--- src/rtl/mem_arbiter.sv ---
// mem_arbiter: shares one single-port memory between fetch and load/store ports with data priority and a starvation guard
module mem_arbiter #(
    parameter int WORD_LEN     = 32,
    parameter int STARVE_LIMIT = 4
) (
    input  logic                clk,
    input  logic                rst_n,
    input  logic                i_req,
    input  logic [WORD_LEN-1:0] i_addr,
    output logic                i_ready,
    output logic                i_valid,
    output logic [WORD_LEN-1:0] i_rdata,
    input  logic                d_req,
    input  logic [WORD_LEN-1:0] d_addr,
    input  logic                d_wen,
    input  logic [WORD_LEN-1:0] d_wdata,
    output logic                d_ready,
    output logic                d_valid,
    output logic [WORD_LEN-1:0] d_rdata,
    output logic                mem_cmd_valid,
    output logic [WORD_LEN-1:0] mem_cmd_addr,
    output logic                mem_cmd_wen,
    output logic [WORD_LEN-1:0] mem_cmd_wdata,
    input  logic                mem_cmd_ready,
    input  logic                mem_rvalid,
    input  logic [WORD_LEN-1:0] mem_rdata
);
    typedef enum logic [1:0] {IDLE, CMD, RESP} state_t;
    localparam logic [3:0] LIMIT = 4'(STARVE_LIMIT);
    state_t              state_q, state_d;
    logic                owner_q, owner_d;
    logic [WORD_LEN-1:0] addr_q, addr_d;
    logic                wen_q, wen_d;
    logic [WORD_LEN-1:0] wdata_q, wdata_d;
    logic [3:0]          starve_q, starve_d;
    logic                cmd_valid_q, cmd_valid_d;
    logic                i_ready_q, i_ready_d;
    logic                i_valid_q, i_valid_d;
    logic [WORD_LEN-1:0] i_rdata_q, i_rdata_d;
    logic                d_ready_q, d_ready_d;
    logic                d_valid_q, d_valid_d;
    logic [WORD_LEN-1:0] d_rdata_q, d_rdata_d;
    logic                d_win;
    // owner_q is 1 when the data port owns the current transaction
    always_comb begin
        state_d     = state_q;
        owner_d     = owner_q;
        addr_d      = addr_q;
        wen_d       = wen_q;
        wdata_d     = wdata_q;
        starve_d    = starve_q;
        cmd_valid_d = cmd_valid_q;
        i_ready_d   = 1'b0;
        i_valid_d   = 1'b0;
        i_rdata_d   = i_rdata_q;
        d_ready_d   = 1'b0;
        d_valid_d   = 1'b0;
        d_rdata_d   = d_rdata_q;
        d_win       = d_req && !(i_req && starve_q == LIMIT);
        case (state_q)
            IDLE: begin
                if (i_req || d_req) begin
                    owner_d     = d_win;
                    addr_d      = d_win ? d_addr : i_addr;
                    wen_d       = d_win && d_wen;
                    wdata_d     = d_win ? d_wdata : '0;
                    starve_d    = (d_win && i_req) ? ((starve_q == LIMIT) ? starve_q : starve_q + 4'd1) : 4'd0;
                    i_ready_d   = !d_win;
                    d_ready_d   = d_win;
                    cmd_valid_d = 1'b1;
                    state_d     = CMD;
                end
            end
            CMD: begin
                if (mem_cmd_ready) begin
                    cmd_valid_d = 1'b0;
                    d_valid_d   = wen_q;
                    d_rdata_d   = wen_q ? '0 : d_rdata_q;
                    state_d     = wen_q ? IDLE : RESP;
                end
            end
            RESP: begin
                if (mem_rvalid) begin
                    i_valid_d = !owner_q;
                    d_valid_d = owner_q;
                    i_rdata_d = owner_q ? i_rdata_q : mem_rdata;
                    d_rdata_d = owner_q ? mem_rdata : d_rdata_q;
                    state_d   = IDLE;
                end
            end
            default: state_d = IDLE;
        endcase
    end
    always_ff @(posedge clk or negedge rst_n) begin
        if (!rst_n) begin
            state_q     <= IDLE;
            owner_q     <= 1'b0;
            addr_q      <= '0;
            wen_q       <= 1'b0;
            wdata_q     <= '0;
            starve_q    <= 4'd0;
            cmd_valid_q <= 1'b0;
            i_ready_q   <= 1'b0;
            i_valid_q   <= 1'b0;
            i_rdata_q   <= '0;
            d_ready_q   <= 1'b0;
            d_valid_q   <= 1'b0;
            d_rdata_q   <= '0;
        end else begin
            state_q     <= state_d;
            owner_q     <= owner_d;
            addr_q      <= addr_d;
            wen_q       <= wen_d;
            wdata_q     <= wdata_d;
            starve_q    <= starve_d;
            cmd_valid_q <= cmd_valid_d;
            i_ready_q   <= i_ready_d;
            i_valid_q   <= i_valid_d;
            i_rdata_q   <= i_rdata_d;
            d_ready_q   <= d_ready_d;
            d_valid_q   <= d_valid_d;
            d_rdata_q   <= d_rdata_d;
        end
    end
    assign i_ready       = i_ready_q;
    assign i_valid       = i_valid_q;
    assign i_rdata       = i_rdata_q;
    assign d_ready       = d_ready_q;
    assign d_valid       = d_valid_q;
    assign d_rdata       = d_rdata_q;
    assign mem_cmd_valid = cmd_valid_q;
    assign mem_cmd_addr  = addr_q;
    assign mem_cmd_wen   = wen_q;
    assign mem_cmd_wdata = wdata_q;
endmodule
--- config.mk ---
export PLATFORM = sky130hd
export DESIGN_NAME = mem_arbiter
export DESIGN_NICKNAME = d
export VERILOG_FILES = /design/src/rtl/mem_arbiter.sv
export SDC_FILE = /design/constraint.sdc
export NUM_CORES = 1
export LEC_CHECK = 0
export BUFFER_PORTS_ARGS = -buffer_cell sky130_fd_sc_hd__buf_4
export CORE_MARGIN = 10
export CORE_UTILIZATION = 45
export CTS_CLUSTER_DIAMETER = 80
export DETAILED_ROUTE_END_ITERATION = 10
export PLACE_DENSITY = 0.76
export SLEW_MARGIN = 20
export SYNTH_ARGS = -nofsm -noshare
export SYNTH_HDL_FRONTEND = slang
export SYNTH_SLANG_ARGS = --single-unit
--- constraint.sdc ---
create_clock -name clk -period 4.2 [get_ports clk]
set_input_delay 1.26 -clock clk [delete_from_list [all_inputs] [get_ports clk]]
set_output_delay 1.26 -clock clk [all_outputs]
set_load 0.02 [all_outputs]
==> out/results.tsv <==
metric	value	unit
netlist.area_leader.share	59.34	%
drtAntennaViolNets	0	
dr_total_vias	4982	
initial_utilization	46.55	%
diodes	0	
worstPathRequired	4530	ps
min_from	mem_cmd_wdata[1]	
synth_mux_area_share	11.78	%
crit_start	state_q[0]	
netlist_instances	530	
yosys.area_share.xor_xnor	0	%
root_buffer	clkbuf_16	
yosysSeqAreaShare	59.34	%
vias_per_cell	5.115	
critPathArrivalTime	3170	ps
core_area	12770	um^2
peakVddDrop	0.0004456	V
synth_cell_types	36	
synthSimpleGateAreaFrac	12.35	%
path_cells	inv_1 -> ha_1 -> buf_4 -> nand2b_1 -> a22oi_2 -> buf_4 -> mux2i_1	
synth_adder_area_share	1.052	%
gr-total-overflow	0	
min_period_over_period	67.65	%
portBuffers	268	
ys_ff_latch	141	
cts_tree	built	
syn_area_per_cell	11.22	um^2
r2r_slack	1360	ps
layout_min_cycle_time	2841	ps
place_ws	1291	ps
fill_cells	974	
dieWidth	134.9	um
dpl.hpwl	13.54	mm
detailedRoute.firstPassIterationCount	4	
post_cts_buffers	0	
grt_max_degree	91	
yosys_warnings	0	
numCtsBuffers	17	
finalHoldViolations	0	
power_density	843.7	nW/um^2
rsz0062_at_grt	no	
synth_nets	670	
cts_resized	0	
yosysTopAreaCell	dfrtp_1	
wirelength	18.08	mm
cp_slowest_cell	a22oi_2	
critPathMaxFanout	25	
grt_util_all_layers	19.23	%
cts_max_path_buffers	2	
path_class	flip-flop to flip-flop	
dieHeight	134.9	um
syn_area	5946	um^2
gp_congestion	0.8029	
clock_skew	7.129	ps
slew_violations	0	
leakage	0.004322	uW
finalNetCount	929	
crit_path_frequent_cell	buf_4	
reg2regPathDepth	7	
rr_endpoint	d_rdata[30]	
final.setup.tns	0	ps
routedWlPerCell	18.56	um
finalPower	7401	uW
synth-compound-area-share	10.06	%
clk_pin_slew	60	ps
clkSinkCount	141	
start_kind	flip-flop	
route.detailed.drc	0	
rows	41	
hp-class	flip-flop to flip-flop	
cts_hold_buf	0	
drv_cap	0	
grt_pass1_vias	5267	
r2r_start	state_q[0]	
drt_iter0_markers	251	
pin_count	269	
insertion_delay	410	ps
htreeDepth	4	
cp-end-kind	flip-flop	
grt_pass1_wl	28.00	mm
antenna_found_initial	0	
hold_ws	477.5	ps
setup_slack	1359	ps
cp_slowest_stage_delay	570	ps
slew_headroom	39.81	%
setup_viol	0	
synth_top_family_by_area	simple AND/OR/NAND/NOR gates	
die_area	18210	um^2
whs_path_depth	2	
status	completed	
max_freq	352.0	MHz
drive_gt1_share	42.64	%
yosys-top-cells-area	dfrtp_1 59%, nand2_1 7.2%, mux2_2 6.1%	
tightest_slew	900.7	ps
hold_path_end	mem_cmd_wdata[1]	
area_growth	47.54	%
stage by stage:
step / cell area (um^2) / instances / util (%)
final: 8772 / 974 / 68.67
after global routing: 8772 / 974 / 68.67
after CTS: 8765 / 974 / 68.62
after detailed placement: 8082 / 942 / 63.27
after global placement: 8082 / 942 / 63.27
after floorplan: 5946 / 530 / -
layer usage:
layer	vias to the layer above	track usage, %	wire length [um]
li1	2314	-	-
met3	23	9.013	1883
met2	216	31.65	8916
met5	-	0	0
met1	2429	22.00	6982
met4	0	5.263	294
cell usage after synthesis (all sizes together):
cell type and number:
buf 20, and2 26, o2bb2ai 1, a21boi 1
a21o 1, nand2 114, clkbuf 14, and3 2
nand4 9, inv 42, nand3b 1, a222oi 1
a221o 24, a31oi 1, a21oi 2, a22oi 1
ha 5, nand2b 2, dfrtp 141, a31o 2
a22o 3, o21a 1, o211ai 8, mux2 32
a32o 1, nand3 3, mux2i 34, o21ai 34
nand4b 1, nor2 3
cells in the final DEF (no fill, tap or decap), types with 2 or more instances in the layout:
master / instances
o21ai_0: 33
inv_1: 42
nand4_1: 9
bufinv_16: 6
nand3_1: 3
clkbuf_16: 17
mux2_2: 32
a22o_1: 3
dfrtp_1: 141
nand2_1: 114
clkbuf_8: 3
a31o_2: 2
o211ai_1: 8
and2_1: 25
buf_4: 272
ha_1: 5
clkbuf_1: 3
nor2_1: 3
nand2b_1: 2
mux2i_1: 34
a221o_1: 24
area by class of cell:
| class | instances | area (um^2) | share of cell area [%] |
|---|---|---|---|
| clock inverters | 9 | 205.2 | 2.339 |
| repair buffers | 274 | 2073 | 23.63 |
| clock buffers | 23 | 478.0 | 5.449 |
| multi-input cells | 313 | 2115 | 24.11 |
| inverters | 42 | 157.7 | 1.797 |
| well taps | 172 | 215.2 | 2.453 |
| flip-flops and latches | 141 | 3528 | 40.22 |
worst max path at each step:
| stage | endpoint | cells past startpoint |
|---|---|---|
| 4_1_cts | d_rdata[30] | 7 |
| 2_1_floorplan | mem_cmd_addr[16] | 5 |
| 3_3_place_gp | mem_cmd_addr[14] | 4 |
| 5_1_grt | d_rdata[11] | 7 |
| 6_report | d_rdata[30] | 7 |
| 3_5_place_dp | mem_cmd_addr[10] | 4 |
critical path, delay by kind of cell (launching register included):
family                     cells  cell delay, ps
muxes                          1             260
AOI/OAI and AO/OA              1             570
DFF                            1             390
buffers and inverters          3             970
and+or+nand+nor                1             100
adders and majority gates      1             460
cells by family (layout without fill, tap and decap cells):
logic type	after synthesis	after routing
AOI/OAI and AO/OA	81	81
muxes	66	66
adders and majority gates	5	5
buffers and inverters	76	348
DFF	141	141
and+or+nand+nor	161	161
power by group:
group          leakage (uW)  internal (uW)  switching, uW
clock network      0.000328           1170            553
logic               0.00219           1450           1860
registers           0.00180           2000            379
total               0.00432           4610           2790
registers in the layout, summed over array words and instances (netlist names):
name,flops
d_rdata,32
d_ready,1
d_valid,1
i_rdata,32
i_ready,1
i_valid,1
mem_cmd_addr,32
mem_cmd_valid,1
mem_cmd_wdata,32
mem_cmd_wen,1
owner_q,1
starve_q,4
state_q,2
No activity file was read; power rests on OpenSTA's default activity.
